`src/rtl/button_event_arbiter.sv`:
```
// rtl/button_event_arbiter.sv - debounced button levels to press/auto-repeat events on one valid/ready stream
// Round-robin arbiter over per-button pending bits; bursts for one button coalesce into a single event.
module button_event_arbiter #(
   parameter int width         = 4,
   parameter int repeat_delay  = 20,
   parameter int repeat_period = 8
) (
   input  logic                     clk,
   input  logic                     rst_n,
   input  logic [width-1:0]         buttons,
   output logic                     event_valid,
   input  logic                     event_ready,
   output logic [$clog2(width)-1:0] event_index,
   output logic                     event_repeat,
   output logic [width-1:0]         pending
);

   localparam int IW   = $clog2(width);
   localparam int CMAX = (repeat_delay > repeat_period) ? repeat_delay : repeat_period;
   localparam int CW   = $clog2(CMAX + 1);
   localparam logic [CW-1:0] DLY_M1 = CW'(repeat_delay - 1);
   localparam logic [CW-1:0] PER_M1 = CW'(repeat_period - 1);

   typedef enum logic {IDLE, PRESENT} state_t;

   state_t            state_q, state_d;
   logic [width-1:0]  prev_q;
   logic [width-1:0]  armed_q, armed_d;
   logic [width-1:0]  phase_q, phase_d;
   logic [width-1:0]  rep_flag_q, rep_flag_d;
   logic [width-1:0]  pending_q, pending_d;
   logic [CW-1:0]     hold_q [width];
   logic [CW-1:0]     hold_d [width];
   logic [IW-1:0]     last_grant_q, last_grant_d;
   logic              valid_q, valid_d;
   logic [IW-1:0]     index_q, index_d;
   logic              repeat_q, repeat_d;

   logic [width-1:0]  new_evt;
   logic [width-1:0]  new_rep;
   logic [width-1:0]  clr;
   logic              found;
   logic [IW-1:0]     gidx;
   logic [IW-1:0]     cand;
   int                cand_i;

   // phase_q distinguishes the initial delay from the steady repeat period
   always_comb begin : button_comb
      new_evt = '0;
      new_rep = '0;
      armed_d = armed_q;
      phase_d = phase_q;
      for (int i = 0; i < width; i++) begin
         hold_d[i] = hold_q[i];
         if (buttons[i] && !prev_q[i]) begin
            new_evt[i] = 1'b1;
            armed_d[i] = 1'b1;
            phase_d[i] = 1'b0;
            hold_d[i]  = '0;
         end else if (buttons[i] && armed_q[i]) begin
            if (hold_q[i] == (phase_q[i] ? PER_M1 : DLY_M1)) begin
               new_evt[i] = 1'b1;
               new_rep[i] = 1'b1;
               phase_d[i] = 1'b1;
               hold_d[i]  = '0;
            end else begin
               hold_d[i] = hold_q[i] + 1'b1;
            end
         end else if (!buttons[i]) begin
            armed_d[i] = 1'b0;
            hold_d[i]  = '0;
         end
      end
   end

   always_comb begin : search_comb
      found  = 1'b0;
      gidx   = '0;
      cand_i = 0;
      cand   = '0;
      for (int off = 1; off <= width; off++) begin
         cand_i = int'(last_grant_q) + off;
         if (cand_i >= width) cand_i = cand_i - width;
         cand = IW'(cand_i);
         if (!found && pending_q[cand]) begin
            found = 1'b1;
            gidx  = cand;
         end
      end
   end

   always_comb begin : arb_comb
      state_d      = state_q;
      valid_d      = valid_q;
      index_d      = index_q;
      repeat_d     = repeat_q;
      last_grant_d = last_grant_q;
      clr          = '0;
      case (state_q)
         IDLE: begin
            if (found) begin
               index_d   = gidx;
               repeat_d  = rep_flag_q[gidx];
               valid_d   = 1'b1;
               clr[gidx] = 1'b1;
               state_d   = PRESENT;
            end
         end
         PRESENT: begin
            if (event_ready) begin
               valid_d      = 1'b0;
               last_grant_d = index_q;
               state_d      = IDLE;
            end
         end
         default: state_d = IDLE;
      endcase
      // a fresh event for the granted button outranks the grant's clear
      pending_d  = (pending_q & ~clr) | new_evt;
      rep_flag_d = rep_flag_q;
      for (int i = 0; i < width; i++) begin
         if (new_evt[i] && !new_rep[i]) rep_flag_d[i] = 1'b0;
         else if (new_rep[i] && !pending_q[i]) rep_flag_d[i] = 1'b1;
      end
   end

   always_ff @(posedge clk) begin
      prev_q <= buttons;
      if (!rst_n) begin
         state_q      <= IDLE;
         armed_q      <= '0;
         phase_q      <= '0;
         rep_flag_q   <= '0;
         pending_q    <= '0;
         last_grant_q <= IW'(width - 1);
         valid_q      <= 1'b0;
         index_q      <= '0;
         repeat_q     <= 1'b0;
         for (int i = 0; i < width; i++) hold_q[i] <= '0;
      end else begin
         state_q      <= state_d;
         armed_q      <= armed_d;
         phase_q      <= phase_d;
         rep_flag_q   <= rep_flag_d;
         pending_q    <= pending_d;
         last_grant_q <= last_grant_d;
         valid_q      <= valid_d;
         index_q      <= index_d;
         repeat_q     <= repeat_d;
         for (int i = 0; i < width; i++) hold_q[i] <= hold_d[i];
      end
   end

   assign event_valid  = valid_q;
   assign event_index  = index_q;
   assign event_repeat = repeat_q;
   assign pending      = pending_q;

endmodule
```
`config.mk`:
```
export PLATFORM = sky130hd
export DESIGN_NAME = button_event_arbiter
export DESIGN_NICKNAME = d
export VERILOG_FILES = /design/src/rtl/button_event_arbiter.sv
export SDC_FILE = /design/constraint.sdc
export NUM_CORES = 1
export LEC_CHECK = 0
export ABC_AREA = 0
export CAP_MARGIN = 20
export CORE_ASPECT_RATIO = 1.4
export CORE_MARGIN = 4
export CORE_UTILIZATION = 55
export DETAILED_ROUTE_END_ITERATION = 6
export GPL_TIMING_DRIVEN = 0
export HOLD_SLACK_MARGIN = 0.08
export PLACE_DENSITY = 0.85
export SYNTH_ARGS = -nofsm -noshare
export SYNTH_HDL_FRONTEND = slang
export SYNTH_SLANG_ARGS = --single-unit
```
`constraint.sdc`:
```
create_clock -name clk -period 1.6 [get_ports clk]
set_input_delay 0.4 -clock clk [delete_from_list [all_inputs] [get_ports clk]]
set_output_delay 0.4 -clock clk [all_outputs]
set_load 0.02 [all_outputs]
```
======== Word-level counts from Yosys, hierarchy flattened ========
Memories as Yosys holds them, arrays and structs flattened.
Index checks and enable logic that the tools add are counted.
cells by class
  add/subtract/negate cells ............... 12
  magnitude comparators ................... 10
  eq/ne operators ......................... 14
  multiplexer cells ....................... 86
  bitwise gates (word level) .............. 9
  reduce and logical (&&, ||, !) cells .... 54
operators with widths
  operator             count
  $mux 5               24
  $mux 1               44
  $reduce_and 2->1     11
  $add 5x1->5 const B  4
  $eq 5x5->1           4
  $logic_and 1x1->1    20
  $mux 2               8
  $reduce_or 2->1      8
  $logic_not 1->1      15
  $lt 2x3->1 const B   5
  $ne 2x2->1 const B   6
  $bmux 1 s2           5
  $ge 3x3->1 const B   3
  $mux 4               2
  $ne 2x1->1 const B   4
  $sub 2x1->2 const B  4
  $add 2x2->3 const B  2
  $add 2x3->4 const B  1
  $and 4x4->4          1
  $ge 4x3->1 const B   1
  $not 4->4            1
  $or 1x1->1           4
  $or 4x4->4           1
  $pmux 1 s2           2
  4 further kinds      5
storage, ports and cells
  bits in registers ....................... 27
  bits in writable memories ............... 20
  bits of input ports ..................... 7
  output and inout bits ................... 8
  logic and storage cells ................. 205
  memories ................................ 1
memories
  memory  words  bits a word  rd ports  clocked after memory_dff  wr ports  line  RTL
  hold_q  4      5            4         0                         4         32    logic [CW-1:0] hold_q [width];

======== Depth between registers and ports, before layout ========
Gate-level depths: netlist of run 1.
  depth after elaboration ................. 24
  depth in mapped cells ................... 6
  mapped depth without buffers ............ 6

======== Worst setup path before layout of run 1 ========
Ideal clock, no wire load.
  path type ............................... register to register
  from .................................... register pending_q[3], in the netlist pending[3]
  to ...................................... register repeat_q, in the netlist event_repeat
  setup time .............................. 0.095 ns
  data arrival time ....................... 1.392 ns
  required time ........................... 1.505 ns
  path slack .............................. 0.112 ns
  stages on the path, launching flop included .. 6
  path buffers ............................ 0
  clock period less this slack ............ 1.488 ns
  cell sequence ........................... dfxtp_1 > nor2b_1 > o21a_1 > o31ai_1 > a2111o_1 > o311ai_1
on the way
  cells in the longest elaborated chain, start to end .. 14
  elaborated cells between the ends (all ways) .. 25
  those cells by class .................... mux (18); reduce/logical (7)
RTL lines
  what                          line  RTL
  from (decl)                   31    logic [width-1:0] pending_q, pending_d;
  from (signal assigned)        145   pending_q <= pending_d;
  $bmux 1 s2                    85    if (!found && pending_q[cand]) begin
  $mux 1 (not written as such)  85
  $mux 1                        85
  $logic_not 1->1               85
  $logic_and 1x1->1             85
  $mux 1                        85
  $logic_not 1->1               85
  $logic_and 1x1->1             85
  $mux 1                        85
  $logic_not 1->1               85
  $logic_and 1x1->1             85
  $mux 2                        85
  $bmux 1 s2                    103   repeat_d = rep_flag_q[gidx];
  $mux 1 (not written as such)  103
  to (signal assigned)          149   repeat_q <= repeat_d;
  to (decl)                     37    logic repeat_q, repeat_d;
Parallel ways exist; a longest one is shown, timed or not. The select of a mux whose other input is x is not followed.
A chain may end at the register's enable or synchronous reset.

==> results of run 1 <==
layer usage:
layer,share of wire [%],global-route usage (%),up-vias
li1,-,-,958
met5,0,0,-
met4,1.5,6.51,0
met1,43,21.6,871
met2,52,33.2,32
met3,3.7,3.30,5
kinds of logic (layout without fill, tap and decap cells):
| group | after synthesis | after routing |
|---|---|---|
| AO/OA/AOI/OAI | 67 | 67 |
| adder cells (fa/ha/maj) | 4 | 4 |
| buffers and inverters | 19 | 41 |
| flip-flops | 47 | 47 |
| multiplexers | 4 | 4 |
| AND/OR/NAND/NOR | 114 | 114 |
through the flow:
| step | setup TNS [ns] | hold slack [ns] | std cells | utilization [%] |
|---|---|---|---|---|
| floorplan | 0 | 0.428 | 255 | - |
| finish | 0 | 0.456 | 319 | 65.2 |
| global route | 0 | 0.492 | 319 | 65.2 |
| global placement | -2.52 | 0.457 | 311 | 62.9 |
| detailed placement | -2.44 | 0.451 | 311 | 62.9 |
| CTS | 0 | 0.460 | 319 | 64.8 |
layout by cell type, fill, tap and decap left out, types with 3 or more instances in the layout:
master           synthesis  routed
dfxtp_1                 47      40
nor2_1                  31      31
a21oi_1                 28      28
nand2_1                 20      20
nor3_1                  18      17
nand3_1                 13      13
inv_1                   13      13
dlygate4sd2_1            0       8
o21ai_0                  7       7
dfxtp_2                  0       7
clkdlybuf4s50_1          0       6
nand4_1                  5       5
nand3b_1                 5       5
nand2b_1                 5       5
or3_1                    5       5
a211oi_1                 5       5
a31oi_1                  5       5
clkbuf_8                 0       5
a21oi_4                  4       4
mux2i_1                  4       4
ha_1                     4       4
buf_2                    3       3
nor2b_1                  3       3
a21o_1                   3       3
clkbuf_1                 2       3
o21a_1                   3       3
a41oi_1                  3       3
flip-flops by register name, indices dropped and copies added (netlist names):
signal / cells
event_repeat: 1
last_grant_q: 2
rep_flag_q: 4
hold_q: 20
state_q: 1
armed_q: 4
event_valid: 1
phase_q: 4
pending: 4
prev_q: 4
event_index: 2
worst register-to-register path, stage by stage (launching register included):
cell     delay [ns]
dfxtp_2        0.36
or3b_2         0.48
a21oi_4        0.26
nand2_1        0.09
a21oi_1        0.16
o21a_1         0.13
power by group:
part	internal [uW]	leakage (uW)	switching (uW)
Sequential	1210	0.000386	39.2
Clock	307	0.0000422	368
Combinational	96.0	0.000473	147
Total	1610	0.000902	555
what timing repair did:
action | in CTS | in global routing
pin swaps | 0 | 3
endpoints found under the setup margin | 9 | 7
gates resized for setup | 9 | 8
worst max-delay path by stage:
stage	from	to	cells after the start
CTS	pending[2]	pending[2]	1
finish	hold_q[1][4]	pending[1]	5
global placement	rst_n	rep_flag_q[2]	4
global route	hold_q[0][4]	pending[0]	5
floorplan	pending[3]	event_repeat	5
detailed placement	rst_n	rep_flag_q[2]	4
final cells by class:
| type | count | area [um2] | share of cell area, % |
|---|---|---|---|
| well taps | 42 | 52.6 | 2.17 |
| clock buffers | 7 | 76.3 | 3.16 |
| flip-flops and latches | 47 | 950 | 39.3 |
| clock inverters | 1 | 5.00 | 0.207 |
| multi-input cells | 189 | 1120 | 46.3 |
| repair buffers | 14 | 130 | 5.38 |
| plain buffers | 6 | 35.0 | 1.45 |
| inverters | 13 | 48.8 | 2.02 |
==> reports/results.ini, run 1 <==
[outcome]
status = complete, no violations

[final_layout]
nets = 287
fillCellCount = 331
design_area_mm2 = 0.00242
diodes = 0
area_growth_syn_to_layout_pct = 13.0
drive_above_1_share_pct = 10.8

[timing]
tightest_slew_ns = 0.454
drv_slew = 0
setup_viol = 0
fin_crit_ns = 1.54
period_share_pct = 96.3
finalHoldViolCount = 0
slew_headroom_pct = 69.5
finalWorstSetupSlack_ns = 0.0586
fmax_ghz = 0.649
fin_skew_ns = 0.00561
grt_setup_unrepaired = false

[setup_path]
worstReg2RegStart = hold_q[1][4]
cp_top_family = simple AND/OR/NAND/NOR gates
r2r_cells = 5
cp-start-kind = flip-flop
critPathKind = reg2reg
end_kind = flip-flop
crit_chain = or3b_2, a21oi_4, nand2_1, a21oi_1, o21a_1
crit_path_max_fanout = 7
reg2reg_slack_ns = 0.06
crit_slowest_cell = or3b_2
rr_endpoint = pending[1]
worstPathRequired_ns = 1.83
cp_num_buf_inv = 0
cpPeakStageDelay_ns = 0.48
cp.arrival_ns = 1.77

[clock_tree]
clockBufferDepth = 2
clock-sinks = 47
cts_hold_buf = 0
clockRootBuffer = clkbuf_8
h-tree-depth = 2
cts.reportedPaths.clkPinSlew_ns = 0.08
cts_buffers = 5
cts_setup_buffers = 0
clk_latency_ns = 0.29
cts_tree = done

[yosys]
synth_fa_ha_area_share_pct = 2.34
synthTopCellsByArea = dfxtp_1 44%, a21oi_1 6.6%, nor2_1 5.4%
ys_seq_elements = 47
synth_seq_area_share_pct = 44.0
synth_cell_types = 39
synth_top_family_by_area = simple AND/OR/NAND/NOR gates
synth_mux_area_share_pct = 1.87
syn-cell-area_mm2 = 0.00214
synth.most_common_cell = dfxtp_1
synth_edf_count = 0
yosysWarnings = 0
ys.flop_type = dfxtp_1
synth.cells.most_frequent = 47 x dfxtp_1, 31 x nor2_1, 28 x a21oi_1
synth_cells = 255
synth-simple-area-share_pct = 26.6
synth_area_leader_cell = dfxtp_1
synth_compound_area_share_pct = 21.3
avgSynthCellArea_um2 = 8.39
async_flop_share_pct = 0
synth-xor-area-share_pct = 0
syn-num-nets = 266
synth_top_cell_area_share_pct = 44.0

[min_path]
min-delay-path-class = reg2reg
hp-start = event_valid
whs_path_depth = 2
hold_end = event_valid

[placed_design]
port_buffers = 14
dp_hpwl_um = 3070
gp_congestion = 0.822
dp_slack_ns = -0.369
place_area_mm2 = 0.00233

[global_routing]
grt_pass1_vias = 1692
antenna_found_initial = 0
grt_pass1_wl_um = 7180
track_usage_pct = 18.6
grt_max_degree = 14
gr-total-overflow = 0

[route]
first_iter_violations = 103
drtPass1Iterations = 5
vias = 1866
wirelength_um = 4190
drcViolationCount = 0
route.antenna.remaining_nets = 0
vias_per_cell = 5.85
wl_per_cell_um = 13.1

[power]
power_uw = 2170
power_density_mw_per_mm2 = 896
p_leak_uw = 0.000902
vdd_drop_max_mv = 0.604

[flow_run]
maxCapViolCount = 0

[floorplanning]
chipWidth_um = 60.7
fp.coreArea_mm2 = 0.00371
die_area_mm2 = 0.00496
io_pins = 15
fp.dieH_um = 81.8
core.rowCount = 26
start_util_pct = 57.7

No activity file was read; power rests on OpenSTA's default activity.
==> run 2, diff against run 1 <==
Settings changed: CORE_MARGIN 4 to unset, SKIP_LAST_GASP set to 1.
==> run 2 against run 1 <==
Compared with the run above:
- worst setup slack got worse by 0.017 ns
- register-to-register slack hardly changed
- sequential share of layout area down 1.4 points
- first-iteration DRC count is 54% lower
- core utilization increased by 2.7 points
- cell count grew 0.94%
- global-route usage is 6.2 points higher
- die area is 16% lower
- clock skew about the same
- worst hold slack improved by 0.0011 ns
- cell area is 3.2% higher
- critical endpoint is now pending[3]
==> reports/results.ini, run 2 (synthesis results as in run 1) <==
[clock_tree]
cts_tree = done
clk_latency_ns = 0.31
clockRootBuffer = clkbuf_8
clockBufferDepth = 2
cts_hold_buf = 0
cts.reportedPaths.clkPinSlew_ns = 0.08
cts_buffers = 5
clock-sinks = 47
h-tree-depth = 2

[floorplanning]
io_pins = 15
chipWidth_um = 54.7
fp.dieH_um = 75.8
start_util_pct = 58.2
core.rowCount = 26
die_area_mm2 = 0.00414
fp.coreArea_mm2 = 0.00368

[setup_path]
crit_path_max_fanout = 8
cp.arrival_ns = 1.16
reg2reg_slack_ns = 0.05
end_kind = output pin
cp_top_family = flip-flops
cp-start-kind = flip-flop
worstPathRequired_ns = 1.20
crit_chain = dlygate4sd2_1
crit_slowest_cell = dfxtp_1
cpPeakStageDelay_ns = 0.47
critPathKind = reg2out
cp_num_buf_inv = 1

[global_routing]
grt_use_met2_pct = 43.6
gr-total-overflow = 0
met3_usage_pct = 6.79
grtUsageMet1_pct = 25.7
antenna_found_initial = 0
grt_pass1_vias = 1775
grt-busiest-layer = met2
track_usage_pct = 24.8
grt_pass1_wl_um = 7430
grt_max_degree = 16

[flow_run]
maxCapViolCount = 0

[timing]
finalWorstSetupSlack_ns = 0.0411
setup_viol = 0
setup_tns_ns = 0
grt_setup_unrepaired = true
drv_slew = 0
tightest_slew_ns = 0.436
fin_crit_ns = 1.56
fin_skew_ns = 0.00602
fmax_ghz = 0.641
timing.hold.ws_ns = 0.457
period_share_pct = 97.4
finalHoldViolCount = 0
slew_headroom_pct = 70.7

[final_layout]
layout_common_cells = 43 x dfxtp_1, 31 x nor2_1, 28 x a21oi_1, 20 x nand2_1, 18 x nor3_1
final_common_cell = dfxtp_1
fin_cells = 322
regMostFlops = hold_q
diodes = 0
largest_reg_flops = 20
area_growth_syn_to_layout_pct = 16.6
drive_above_1_share_pct = 11.4
nets = 290

[placed_design]
dp.cells = 311
dp_hpwl_um = 3100
gp_congestion = 0.851
port_buffers = 14
dp_slack_ns = -0.374

[outcome]
status = complete, no violations

[route]
wirelength_um = 4490
vias = 1908
drcViolationCount = 0
drtPass1Iterations = 4
vias_per_cell = 5.93
wl_per_cell_um = 13.9
first_iter_violations = 47
route.antenna.remaining_nets = 0

[power]
vdd_drop_max_mv = 0.932
power_uw = 2540
power_density_mw_per_mm2 = 1020
p_leak_uw = 0.000944

[min_path]
min-delay-path-class = reg2reg

-- run 2: final cells by class --
cell class | instances | area, um2
buffer | 6 | 35.0
clock buffer | 5 | 68.8
clock inverter | 3 | 67.6
fill | 314 | 1180
inverter | 13 | 48.8
multi-input combinational | 189 | 1120
sequential | 47 | 946
tap | 42 | 52.6
timing repair buffer | 17 | 153
-- run 2: stage by stage --
stage               util, %  instance area, um2
floorplan                 -                2140
global placement       63.4                2330
detailed placement     63.4                2330
CTS                    66.9                2460
global route           67.8                2490
finish                 67.8                2490
-- run 2: layer usage --
| layer | share of wire, % | vias to the layer above | wire length [um] |
|---|---|---|---|
| met5 | 0 | - | 0 |
| met3 | 4.1 | 15 | 183 |
| met2 | 51 | 32 | 2300 |
| li1 | - | 966 | - |
| met1 | 42 | 895 | 1880 |
| met4 | 2.8 | 0 | 127 |
-- run 2: worst paths after layout --
kind                                    end        start  depth (start not counted)
worst min-delay path            event_valid  event_valid                          2
worst max-delay path             pending[3]   pending[3]                          1
worst min register to register  event_valid  event_valid                          2
worst max register to register   pending[3]   pending[3]                          5
-- run 2: worst reg2reg max path: stages, from the launching register on --
cell and delay (ns):
dfxtp_1 0.39, nor2b_1 0.17, o21a_1 0.19, nor3_1 0.39, o21ai_0 0.19, a21oi_1 0.16
-- run 2: power breakdown --
group          internal (uW)  leakage [uW]  switching (uW)
Combinational           96.8      0.000495             152
Clock                    623     0.0000644             417
Sequential              1210      0.000385            40.1
-- run 2: repair_timing --
| item | in CTS | in global routing |
|---|---|---|
| pin swaps | 0 | 1 |
| buffers inserted | 0 | 3 |
| endpoints found under the setup margin | 9 | 8 |
| resized for setup | 9 | 6 |
==> run 3, diff against run 2 <==
Settings changed: CORE_MARGIN set to 2, CORE_UTILIZATION 55 to 50, PLACE_DENSITY 0.85 to 0.8.
==> run 3 against run 2 <==
Compared with the run above:
- fmax is 1.2% higher
- cell count stayed put
- sequential power hardly changed
- largest power group unchanged
- cell area is 1.6% lower
- worst setup slack better by 0.018 ns
- critical endpoint is now pending[0]
- count of clock-buffer cells in the layout is 1 higher
- sequential share of layout area is 0.65 points higher
- via count is 4.8% lower
- highest routed layer unchanged
- register-to-register slack better by 0.05 ns
- global-route usage is 5.7 points lower
- wire length is 9.4% lower
==> reports/results.ini, run 3 (synthesis results as in run 1) <==
[final_layout]
multi_input_area_mm2 = 0.00112
design_area_mm2 = 0.00245
largest_reg_flops = 20
drive_above_1_share_pct = 10.8
diodes = 0
regMostFlops = hold_q
fillCellCount = 385
seq_area_um2 = 947
area_growth_syn_to_layout_pct = 14.8
fin_cells = 322
final_common_cell = dfxtp_1
layout_common_cells = 42 x dfxtp_1, 31 x nor2_1, 28 x a21oi_1, 20 x nand2_1, 17 x nor3_1
nets = 287

[global_routing]
grt_pass1_wl_um = 7130
grt_max_degree = 15
grt_pass1_vias = 1701
track_usage_pct = 19.1
antenna_found_initial = 0
gr-total-overflow = 0

[power]
power_density_mw_per_mm2 = 970
vdd_drop_max_mv = 0.691
p_leak_uw = 0.000919
power_uw = 2380

[timing]
drv_slew = 0
fin_crit_ns = 1.54
timing.hold.ws_ns = 0.461
tightest_slew_ns = 0.430
finalHoldViolCount = 0
slew_headroom_pct = 71.1
setup_viol = 0
fmax_ghz = 0.649
grt_setup_unrepaired = true
setup_tns_ns = 0
period_share_pct = 96.3
fin_skew_ns = 0.00863

[setup_path]
cp.arrival_ns = 1.14
end_kind = output pin
r2r_cells = 5
rr_endpoint = pending[0]
crit_chain = dlygate4sd2_1
cp_num_buf_inv = 1
crit_path_end = pending[0]
crit_path_max_fanout = 8
cp_top_family = flip-flops
worstReg2RegStart = pending[0]
cp.depth = 1
cp-start-kind = flip-flop
cpPeakStageDelay_ns = 0.48
critPathKind = reg2out
reg2reg_slack_ns = 0.10
crit_slowest_cell = dfxtp_1
critPathLaunch = pending[0]
worstPathRequired_ns = 1.20

[route]
wl_per_cell_um = 12.6
wirelength_um = 4070
vias_per_cell = 5.64
vias = 1817
drcViolationCount = 0
route.antenna.remaining_nets = 0
drtPass1Iterations = 4
first_iter_violations = 48

[floorplanning]
die_area_mm2 = 0.00482
core.rowCount = 28
start_util_pct = 51.3
chipWidth_um = 59.3
fp.coreArea_mm2 = 0.00417
io_pins = 15
fp.dieH_um = 81.4

[clock_tree]
h-tree-depth = 2
clockBufferDepth = 2
cts_setup_buffers = 0
clk_latency_ns = 0.30
cts_buffers = 5
clock-sinks = 47
cts.reportedPaths.clkPinSlew_ns = 0.08
cts_tree = done
clockRootBuffer = clkbuf_8

[placed_design]
port_buffers = 14
gp_congestion = 0.800
dp.cells = 314
place_area_mm2 = 0.00233
dp_hpwl_um = 3000

[outcome]
status = complete, no violations

[min_path]
min-delay-path-class = reg2reg

[flow_run]
maxCapViolCount = 0

[run 3: cell count changes in the layout (fill, tap and decap cells not counted), sizes merged]
cell / before / now
buf: 7 / 4
bufinv: 2 / 1
clkbuf: 7 / 8
clkinv: 0 / 1
clkinvlp: 1 / 0
[run 3: how the worst min path moves through the flow]
stage                  endpoint  slack [ns]         from  cells after the start
finish              event_valid        0.46  event_valid                      2
global route        event_valid        0.49  event_valid                      2
CTS                 event_valid        0.47  event_valid                      2
detailed placement  event_valid        0.46  event_valid                      2
global placement    event_valid        0.45  event_valid                      2
floorplan             prev_q[0]        0.43   buttons[0]                      0
[run 3: where the power goes]
group,total (uW),internal (uW),switching (uW)
Sequential,1250,1210,39.1
Clock,894,506,388
Combinational,241,97.4,144
Total,2380,1810,571
[run 3: through the flow]
| step | utilization, % | setup slack, ns |
|---|---|---|
| floorplan | - | 0.112 |
| global placement | 56.0 | -0.378 |
| detailed placement | 56.0 | -0.421 |
| CTS | 58.6 | 0.0450 |
| global route | 58.9 | -0.0229 |
| finish | 58.9 | 0.0594 |
[run 3: layer usage]
| metal | wire [um] | GRT usage [%] |
|---|---|---|
| met4 | 64 | 8.41 |
| met1 | 1790 | 22.9 |
| met2 | 2080 | 31.6 |
| met3 | 125 | 4.62 |
| met5 | 0 | 0 |
[run 3: repair_timing]
item	4_1_cts	5_1_grt
setup endpoints to repair	10	5
resized for setup	9	6
hold buffers	0	0
pin swaps	0	1
[run 3: final cells by class]
type                       count  area share (%)
multi-input combinational    189            45.6
sequential                    47            38.6
timing repair buffer          14            5.30
clock buffer                   6            3.36
tap                           45            2.29
inverter                      13            1.99
clock inverter                 2            1.43
buffer                         6            1.43
